$ cat config.mk
export PLATFORM = sky130hd
export DESIGN_NAME = txshift_framer
export DESIGN_NICKNAME = d
export VERILOG_FILES = /design/src/rtl/txshift_framer.sv
export SDC_FILE = /design/constraint.sdc
export NUM_CORES = 1
export LEC_CHECK = 0
export CORE_MARGIN = 10
export CORE_UTILIZATION = 50
export DETAILED_ROUTE_END_ITERATION = 10
export PLACE_DENSITY = 0.74
export SLEW_MARGIN = 20
export SYNTH_ARGS = -nofsm -noshare
export SYNTH_HDL_FRONTEND = slang
export SYNTH_SLANG_ARGS = --single-unit
$ cat constraint.sdc
create_clock -name i_Pclk -period 1.8 [get_ports i_Pclk]
set_input_delay 0.36 -clock i_Pclk [delete_from_list [all_inputs] [get_ports i_Pclk]]
set_output_delay 0.36 -clock i_Pclk [all_outputs]
set_load 0.005 [all_outputs]
$ cat src/rtl/txshift_framer.sv
// UART/USRT transmit framer: takes one word over valid/ready and serialises start, data (LSB first),
// optional parity and stop bits, paced by the baudgen bit pulse, with zero-gap back-to-back frames.
module txshift_framer #(
    parameter int DATA_BITS = 8,
    parameter int PARITY    = 0,
    parameter int STOP_BITS = 1
) (
    input  logic                 i_Pclk,
    input  logic                 i_Reset,
    input  logic                 i_Bclk,
    input  logic                 i_Valid,
    input  logic [DATA_BITS-1:0] i_Data,
    output logic                 o_Ready,
    output logic                 o_Tx_Serial,
    output logic                 o_Busy,
    output logic                 o_Done
);

    if (DATA_BITS < 5 || DATA_BITS > 9 || STOP_BITS < 1 || STOP_BITS > 2 || PARITY < 0 || PARITY > 2) begin : g_bad_param
        $fatal(1, "txshift_framer: illegal parameter set");
    end

    localparam int CNT_W = $clog2(DATA_BITS);

    typedef enum logic [2:0] {S_IDLE, S_ARMED, S_START, S_DATA, S_PARITY, S_STOP} state_t;

    state_t               r_state, w_state_nxt;
    logic [CNT_W-1:0]     r_bitcnt, w_bitcnt_nxt;
    logic                 r_stopcnt, w_stopcnt_nxt;
    logic                 r_pend, w_pend_nxt;
    logic [DATA_BITS-1:0] r_hold, r_data;
    logic                 r_hold_par, r_par;
    logic                 r_tx, r_ready, r_busy, r_done;
    logic                 w_tx_nxt, w_ready_nxt, w_busy_nxt, w_done_nxt;
    logic                 w_accept, w_last_data, w_last_stop, w_final_stop, w_load;
    logic [DATA_BITS-1:0] w_word;
    logic                 w_word_par;

    function automatic logic f_parity(input logic [DATA_BITS-1:0] d);
        if (PARITY == 2) return ~^d;
        return ^d;
    endfunction

    assign w_accept     = i_Valid & r_ready;
    assign w_last_data  = (r_bitcnt == CNT_W'(DATA_BITS - 1));
    assign w_last_stop  = (r_stopcnt == 1'(STOP_BITS - 1));
    assign w_final_stop = (r_state == S_STOP) & w_last_stop;
    // A word accepted on the very edge that ends the final stop bit goes straight to the shifter.
    assign w_load       = i_Bclk & ((r_state == S_ARMED) | (w_final_stop & (r_pend | w_accept)));
    assign w_word       = r_pend ? r_hold : i_Data;
    assign w_word_par   = r_pend ? r_hold_par : f_parity(i_Data);

    always_ff @(posedge i_Pclk) begin
        if (i_Reset) r_state <= S_IDLE;
        else         r_state <= w_state_nxt;
    end

    always_comb begin
        w_state_nxt = r_state;
        case (r_state)
            S_IDLE:   if (w_accept) w_state_nxt = S_ARMED;
            S_ARMED:  if (i_Bclk) w_state_nxt = S_START;
            S_START:  if (i_Bclk) w_state_nxt = S_DATA;
            S_DATA:   if (i_Bclk && w_last_data) w_state_nxt = (PARITY != 0) ? S_PARITY : S_STOP;
            S_PARITY: if (i_Bclk) w_state_nxt = S_STOP;
            S_STOP:   if (i_Bclk && w_last_stop) w_state_nxt = (r_pend | w_accept) ? S_START : S_IDLE;
            default:  w_state_nxt = S_IDLE;
        endcase
    end

    always_comb begin
        w_bitcnt_nxt  = r_bitcnt;
        w_stopcnt_nxt = r_stopcnt;
        w_pend_nxt    = r_pend;
        if (r_state == S_START && i_Bclk)
            w_bitcnt_nxt = '0;
        else if (r_state == S_DATA && i_Bclk && !w_last_data)
            w_bitcnt_nxt = r_bitcnt + 1'b1;
        if (w_state_nxt == S_STOP && r_state != S_STOP)
            w_stopcnt_nxt = 1'b0;
        else if (r_state == S_STOP && i_Bclk && !w_last_stop)
            w_stopcnt_nxt = r_stopcnt + 1'b1;
        if (w_load)        w_pend_nxt = 1'b0;
        else if (w_accept) w_pend_nxt = 1'b1;

        w_tx_nxt = 1'b1;
        case (w_state_nxt)
            S_START:  w_tx_nxt = 1'b0;
            S_DATA:   w_tx_nxt = r_data[w_bitcnt_nxt];
            S_PARITY: w_tx_nxt = r_par;
            default:  w_tx_nxt = 1'b1;
        endcase
        w_busy_nxt  = (w_state_nxt != S_IDLE);
        w_ready_nxt = (w_state_nxt == S_IDLE) |
                      ((w_state_nxt == S_STOP) & (w_stopcnt_nxt == 1'(STOP_BITS - 1)) & ~w_pend_nxt);
        w_done_nxt  = i_Bclk & w_final_stop;
    end

    always_ff @(posedge i_Pclk) begin
        if (i_Reset) begin
            r_bitcnt  <= '0;
            r_stopcnt <= 1'b0;
            r_pend    <= 1'b0;
            r_tx      <= 1'b1;
            r_ready   <= 1'b1;
            r_busy    <= 1'b0;
            r_done    <= 1'b0;
        end else begin
            r_bitcnt  <= w_bitcnt_nxt;
            r_stopcnt <= w_stopcnt_nxt;
            r_pend    <= w_pend_nxt;
            r_tx      <= w_tx_nxt;
            r_ready   <= w_ready_nxt;
            r_busy    <= w_busy_nxt;
            r_done    <= w_done_nxt;
        end
    end

    // Word storage carries no reset; it is only consumed after a fresh accept.
    always_ff @(posedge i_Pclk) begin
        if (w_accept) begin
            r_hold     <= i_Data;
            r_hold_par <= f_parity(i_Data);
        end
        if (w_load) begin
            r_data <= w_word;
            r_par  <= w_word_par;
        end
    end

    assign o_Ready     = r_ready;
    assign o_Tx_Serial = r_tx;
    assign o_Busy      = r_busy;
    assign o_Done      = r_done;

endmodule
**Word-level counts from Yosys, hierarchy flattened**

Index checks and enable logic that the tools add are counted.

- Register bits after elaboration: 30
- Logic and storage cells: 71
- Output and inout bits: 4

- Equal/unequal tests: 11
- Bitwise gates (word level): 13
- Reductions and logical operators: 13
- Add/sub/neg operators: 2
- Order comparisons: 1
- Mux-type cells: 19

Operators by type and width:

| cell | count |
|---|---|
| 3-bit two-way mux | 8 |
| 3-bit case mux with 6 select lines | 1 |
| 3-bit == test, second input constant | 5 |
| 3-bit by 2-bit == test with 1-bit output, second input constant | 4 |
| 1-bit logical AND | 8 |
| 8-bit two-way mux | 1 |
| 8-bit parity | 1 |
| 1-bit AND | 7 |
| 3-bit zero test | 2 |
| 1-bit two-way mux | 6 |
| 3-bit by 4-bit less-than comparator with 1-bit output, second input constant | 1 |
| 3-bit by 1-bit adder with 3-bit output, second input constant | 1 |
| 1-bit binary-select mux with 3-bit select | 1 |
| 3-bit by 1-bit == test with 1-bit output, second input constant | 1 |
| 3-bit != test, second input constant | 1 |
| 1-bit NOT | 3 |
| 1-bit bitwise OR | 3 |
| 1-bit case mux with 3 select lines | 1 |
| 3-bit nonzero test | 1 |
| 2-bit two-way mux | 1 |
| 1-bit adder, second input constant | 1 |
| 1-bit zero test | 1 |

**Depth between registers and ports, before layout**

- Depth after elaboration: 12
- Mapped depth: 8

**Worst setup path before layout**

Ideal clock, no wire load.

- Path kind: flip-flop to flip-flop
- From: register r_bitcnt[0]
- To: register r_tx, in the netlist o_Tx_Serial
- Data arrival time: 1.614 ns
- Data required time: 1.671 ns
- Setup time: 0.129 ns
- Setup slack: 0.057 ns
- Path buffers: 1
- Stages on the path, launching flop included: 8
- Clock period less this slack: 1.743 ns
- Path through: dfxtp_1 -> ha_1 -> ha_1 -> clkbuf_1 -> o21ai_0 -> a22oi_1 -> nand3b_1 -> nand4_1

- Longest elaborated chain between the ends: 8

Ends and longest elaborated chain:

| element | line | text |
|---|---|---|
| from (decl) | 28 | `logic [CNT_W-1:0] r_bitcnt, w_bitcnt_nxt;` |
| from (signal assigned) | 109 | `r_bitcnt <= w_bitcnt_nxt;` |
| parallel branches: the longest is 7 deep, another holds 3-bit by 1-bit adder with 3-bit output | n/a |  |
| 1-bit case mux with 3 select lines * | 87 | `case (w_state_nxt)` |
| to (signal assigned) | 112 | `r_tx <= w_tx_nxt;` |
| to (decl) | 33 | `logic r_tx, r_ready, r_busy, r_done;` |

Every way passes the cells marked *. The select of a mux whose other input is x is not followed.
A chain may end at the register's enable or synchronous reset.

**Worst setup path after layout**

Same ends and word-level chain as after synthesis.

==> results.json <==
{
  "status": "complete, no violations",
  "ys.flop_type": "edfxtp_1",
  "synthToLayoutAreaGrowth_pct": 32.1,
  "cts_buffers": 5,
  "tightest_slew_ps": 380,
  "worstSetupPathType": "reg2reg",
  "fill_cells": 231,
  "chipWidth_um": 76.0,
  "synth_top_family_by_area": "compound AO/OA/AOI/OAI gates",
  "worstHoldEndpoint": "r_data[1]",
  "tns_ps": 0,
  "timing.rr.start": "r_bitcnt[0]",
  "synthDistinctLibCells": 38,
  "drtIter0Drc": 130,
  "critPathArrivalTime_ps": 2020,
  "grt_overflow": 0,
  "cts_tree": "built",
  "ir_drop_mv": 0.520,
  "wl_per_cell_um": 13.8,
  "synthCells": 154,
  "muxShareOfSynthArea": 0.0710,
  "grt_pass1_vias": 1273,
  "drc": 0,
  "hp-class": "reg2reg",
  "p_seq_frac": 0.537,
  "insertedDiodeCount": 0,
  "max_freq_mhz": 575,
  "hpwlAfterDp_um": 2510,
  "r2r_setup_slack_ps": 60,
  "ys_ff_latch": 30,
  "fin_crit_sh": 0.966,
  "critPathSlowestCell": "dfxtp_1",
  "placed_cells": 233,
  "yosys.area_share.simple": 0.160,
  "internal_power_mw": 1.10,
  "crit_chain": "ha_2 > ha_4 > nor3b_4 > nand2_1 > a32o_1 > a21oi_2 > nand3_1 > nand4_1",
  "start_kind": "flip-flop",
  "multi_input_area_um2": 767,
  "rr_endpoint": "o_Tx_Serial",
  "leakage_nw": 0.767,
  "cts.sink_count": 30,
  "maxCapViolCount": 0,
  "cp_data_required_time_ps": 2080,
  "finalWorstSetupSlack_ps": 62.0,
  "cts_buffer_depth": 2,
  "endpoint_kind": "flip-flop",
  "p_switching_mw": 0.402,
  "ff2ff_path_depth": 8,
  "vias_per_cell": 5.43,
  "antenna_found_initial": 0,
  "wl_um": 3360,
  "fin_nets": 212,
  "drive_above_1_share": 0.276,
  "synth_edf_count": 18,
  "die_h_um": 76.0,
  "htreeDepth": 2,
  "register_area_um2": 783,
  "start_util": 0.518,
  "postRouteAntennaNets": 0,
  "synth_xor_area_frac": 0.0391,
  "place_congestion": 0.916,
  "yosys_warnings": 0,
  "power_per_cell_area_nw_per_um2": 727,
  "grt_first_pass_wirelength_um": 5750,
  "clk_pin_slew_worst_paths_ps": 100,
  "synth.yosys.seq_area_share": 0.498,
  "grt_use_total": 0.121,
  "fin_cells": 243,
  "holdPathStages": 1,
  "synth_async_sr_flop_share": 0,
  "switching_share": 0.267,
  "dp_slack_ps": -262,
  "clk_latency_ps": 340,
  "cp_max_fo": 11,
  "hold_violations": 0,
  "io_pins": 16,
  "drv_slew": 0,
  "port_buffers": 15,
  "syn_nets": 168,
  "dieArea_um2": 5780,
  "avgSynthCellArea_um2": 10.2,
  "period_needed_ps": 1740,
  "rows": 20,
  "core_um2": 3030,
  "combPwrFrac": 0.195,
  "clkPwrFrac": 0.268,
  "cts-root-buf": "clkbuf_4",
  "vias": 1319,
  "synth-compound-area-share": 0.180,
  "whs_ps": 558,
  "synthesis.area_um2": 1570,
  "fin_skew_ps": 6.16,
  "synth-adder-area-share": 0.0160,
  "first_pass_iters": 4,
  "setup_viol": 0,
  "slew_headroom": 0.744,
  "grt_max_degree": 16,
  "hold_path.startpoint": "r_hold[1]",
  "cpPeakStageDelay_ps": 330
}
[cells in the final DEF, fill, tap and decap left out, types with 2 or more instances in the layout]
| cell type | Yosys | layout |
|---|---|---|
| a32oi_1 | 4 | 4 |
| nor3_1 | 2 | 2 |
| a2bb2oi_1 | 2 | 2 |
| inv_1 | 5 | 5 |
| dfxtp_1 | 12 | 10 |
| nand2b_1 | 2 | 2 |
| nor2b_1 | 3 | 3 |
| nor2_1 | 11 | 11 |
| nand2_1 | 12 | 12 |
| buf_4 | 0 | 29 |
| and3b_1 | 2 | 2 |
| o21ai_0 | 12 | 11 |
| clkdlybuf4s50_1 | 0 | 15 |
| dfxtp_2 | 0 | 2 |
| edfxtp_1 | 18 | 18 |
| a21oi_2 | 0 | 2 |
| xnor2_1 | 6 | 6 |
| clkbuf_4 | 0 | 5 |
| nand3_1 | 9 | 9 |
| and2_1 | 3 | 3 |
| a32o_1 | 2 | 2 |
| a21o_1 | 3 | 3 |
| nand3b_1 | 2 | 2 |
| a21oi_1 | 7 | 5 |
| a22oi_1 | 2 | 2 |
| o21ai_1 | 3 | 4 |
| mux2_2 | 9 | 9 |
[power groups by stage]
stage / Clock [mW] / Sequential [mW] / Combinational (mW)
final: 0.404 / 0.809 / 0.293
after global routing: 0.450 / 0.813 / 0.319
after CTS: 0.418 / 0.806 / 0.285
after detailed placement: 0 / 0.823 / 0.279
after global placement: 0 / 0.821 / 0.272
after floorplan: 0 / 0.813 / 0.147
[worst max-delay path: cells and delay by family, from the launching register on]
family / cells / cell delay [ps]
compound gates: 2 / 390
fa+ha+maj: 2 / 390
flops: 1 / 330
simple gates: 4 / 560
[logic make-up after synthesis]
group	count (synthesis)
fa+ha+maj	2
mux	10
buf+inv	13
simple gates	49
flops	30
compound gates	43
xor+xnor	7
[stage by stage]
| stage | power (mW) | utilization | area [um2] |
|---|---|---|---|
| after floorplan | 0.961 | - | 1570 |
| after global placement | 1.09 | 0.647 | 1960 |
| after detailed placement | 1.10 | 0.647 | 1960 |
| after CTS | 1.51 | 0.670 | 2030 |
| after global routing | 1.58 | 0.684 | 2070 |
| final | 1.51 | 0.684 | 2070 |
[flip-flops by register name (all words and copies together) (netlist names)]
| signal | count |
|---|---|
| o_Tx_Serial | 1 |
| r_stopcnt | 1 |
| r_par | 1 |
| r_state | 3 |
| o_Done | 1 |
| o_Ready | 1 |
| r_hold | 8 |
| o_Busy | 1 |
| r_bitcnt | 3 |
| r_pend | 1 |
| r_hold_par | 1 |
| r_data | 8 |
[layout make-up]
cell class                 instances  share of cell area
clock buffer                       5              0.0181
clock inverter                     3              0.0103
inverter                           5             0.00906
multi-input combinational        111               0.370
sequential                        30               0.378
tap                               44              0.0266
timing repair buffer              45               0.187
[synth_stat cells, types with 2 or more instances]
cell	n	area [um2]
a21oi_1	7	35.0
nand3_1	9	45.0
nand3b_1	2	15.0
a32oi_1	4	35.0
nor2b_1	3	18.8
a21o_1	3	22.5
inv_1	5	18.8
xnor2_1	6	52.6
ha_1	2	25.0
nand2_1	12	45.0
and2_1	3	18.8
dfxtp_1	12	240
nor2_1	11	41.3
a2bb2oi_1	2	17.5
edfxtp_1	18	541
a22oi_1	2	15.0
o21ai_1	3	15.0
a221oi_1	2	17.5
buf_2	4	20.0
nor3_1	2	10.0
and3b_1	2	17.5
clkbuf_1	3	11.3
a32o_1	2	20.0
mux2_2	9	101
o21ai_0	12	60.1
nand2b_1	2	12.5
[layer usage]
metal	up-vias	track usage	share of wire	routed length, um
met5	-	0	0	0
li1	664	-	-	-
met1	605	0.137	0.42	1430
met4	0	0.0625	0.021	70
met2	41	0.196	0.50	1680
met3	9	0.0401	0.056	189
[how the worst max path moves through the flow]
| stage | start | end | slack (ps) | cells past startpoint |
|---|---|---|---|---|
| 2_1_floorplan | r_bitcnt[0] | o_Tx_Serial | 60 | 7 |
| 3_3_place_gp | i_Bclk | o_Tx_Serial | -170 | 9 |
| 3_5_place_dp | i_Bclk | o_Tx_Serial | -260 | 7 |
| 4_1_cts | r_bitcnt[0] | o_Tx_Serial | 10 | 8 |
| 5_1_grt | r_bitcnt[0] | o_Tx_Serial | -10 | 8 |
| 6_report | r_bitcnt[0] | o_Tx_Serial | 60 | 8 |
[what timing repair did]
| action | CTS | global route |
|---|---|---|
| buffers inserted | 1 | 1 |
| resized for setup | 2 | 8 |
| setup endpoints to repair | 4 | 4 |
| hold buffers | 0 | 0 |
| pin swaps | 1 | 1 |
Power figures use the tool's default switching activity.
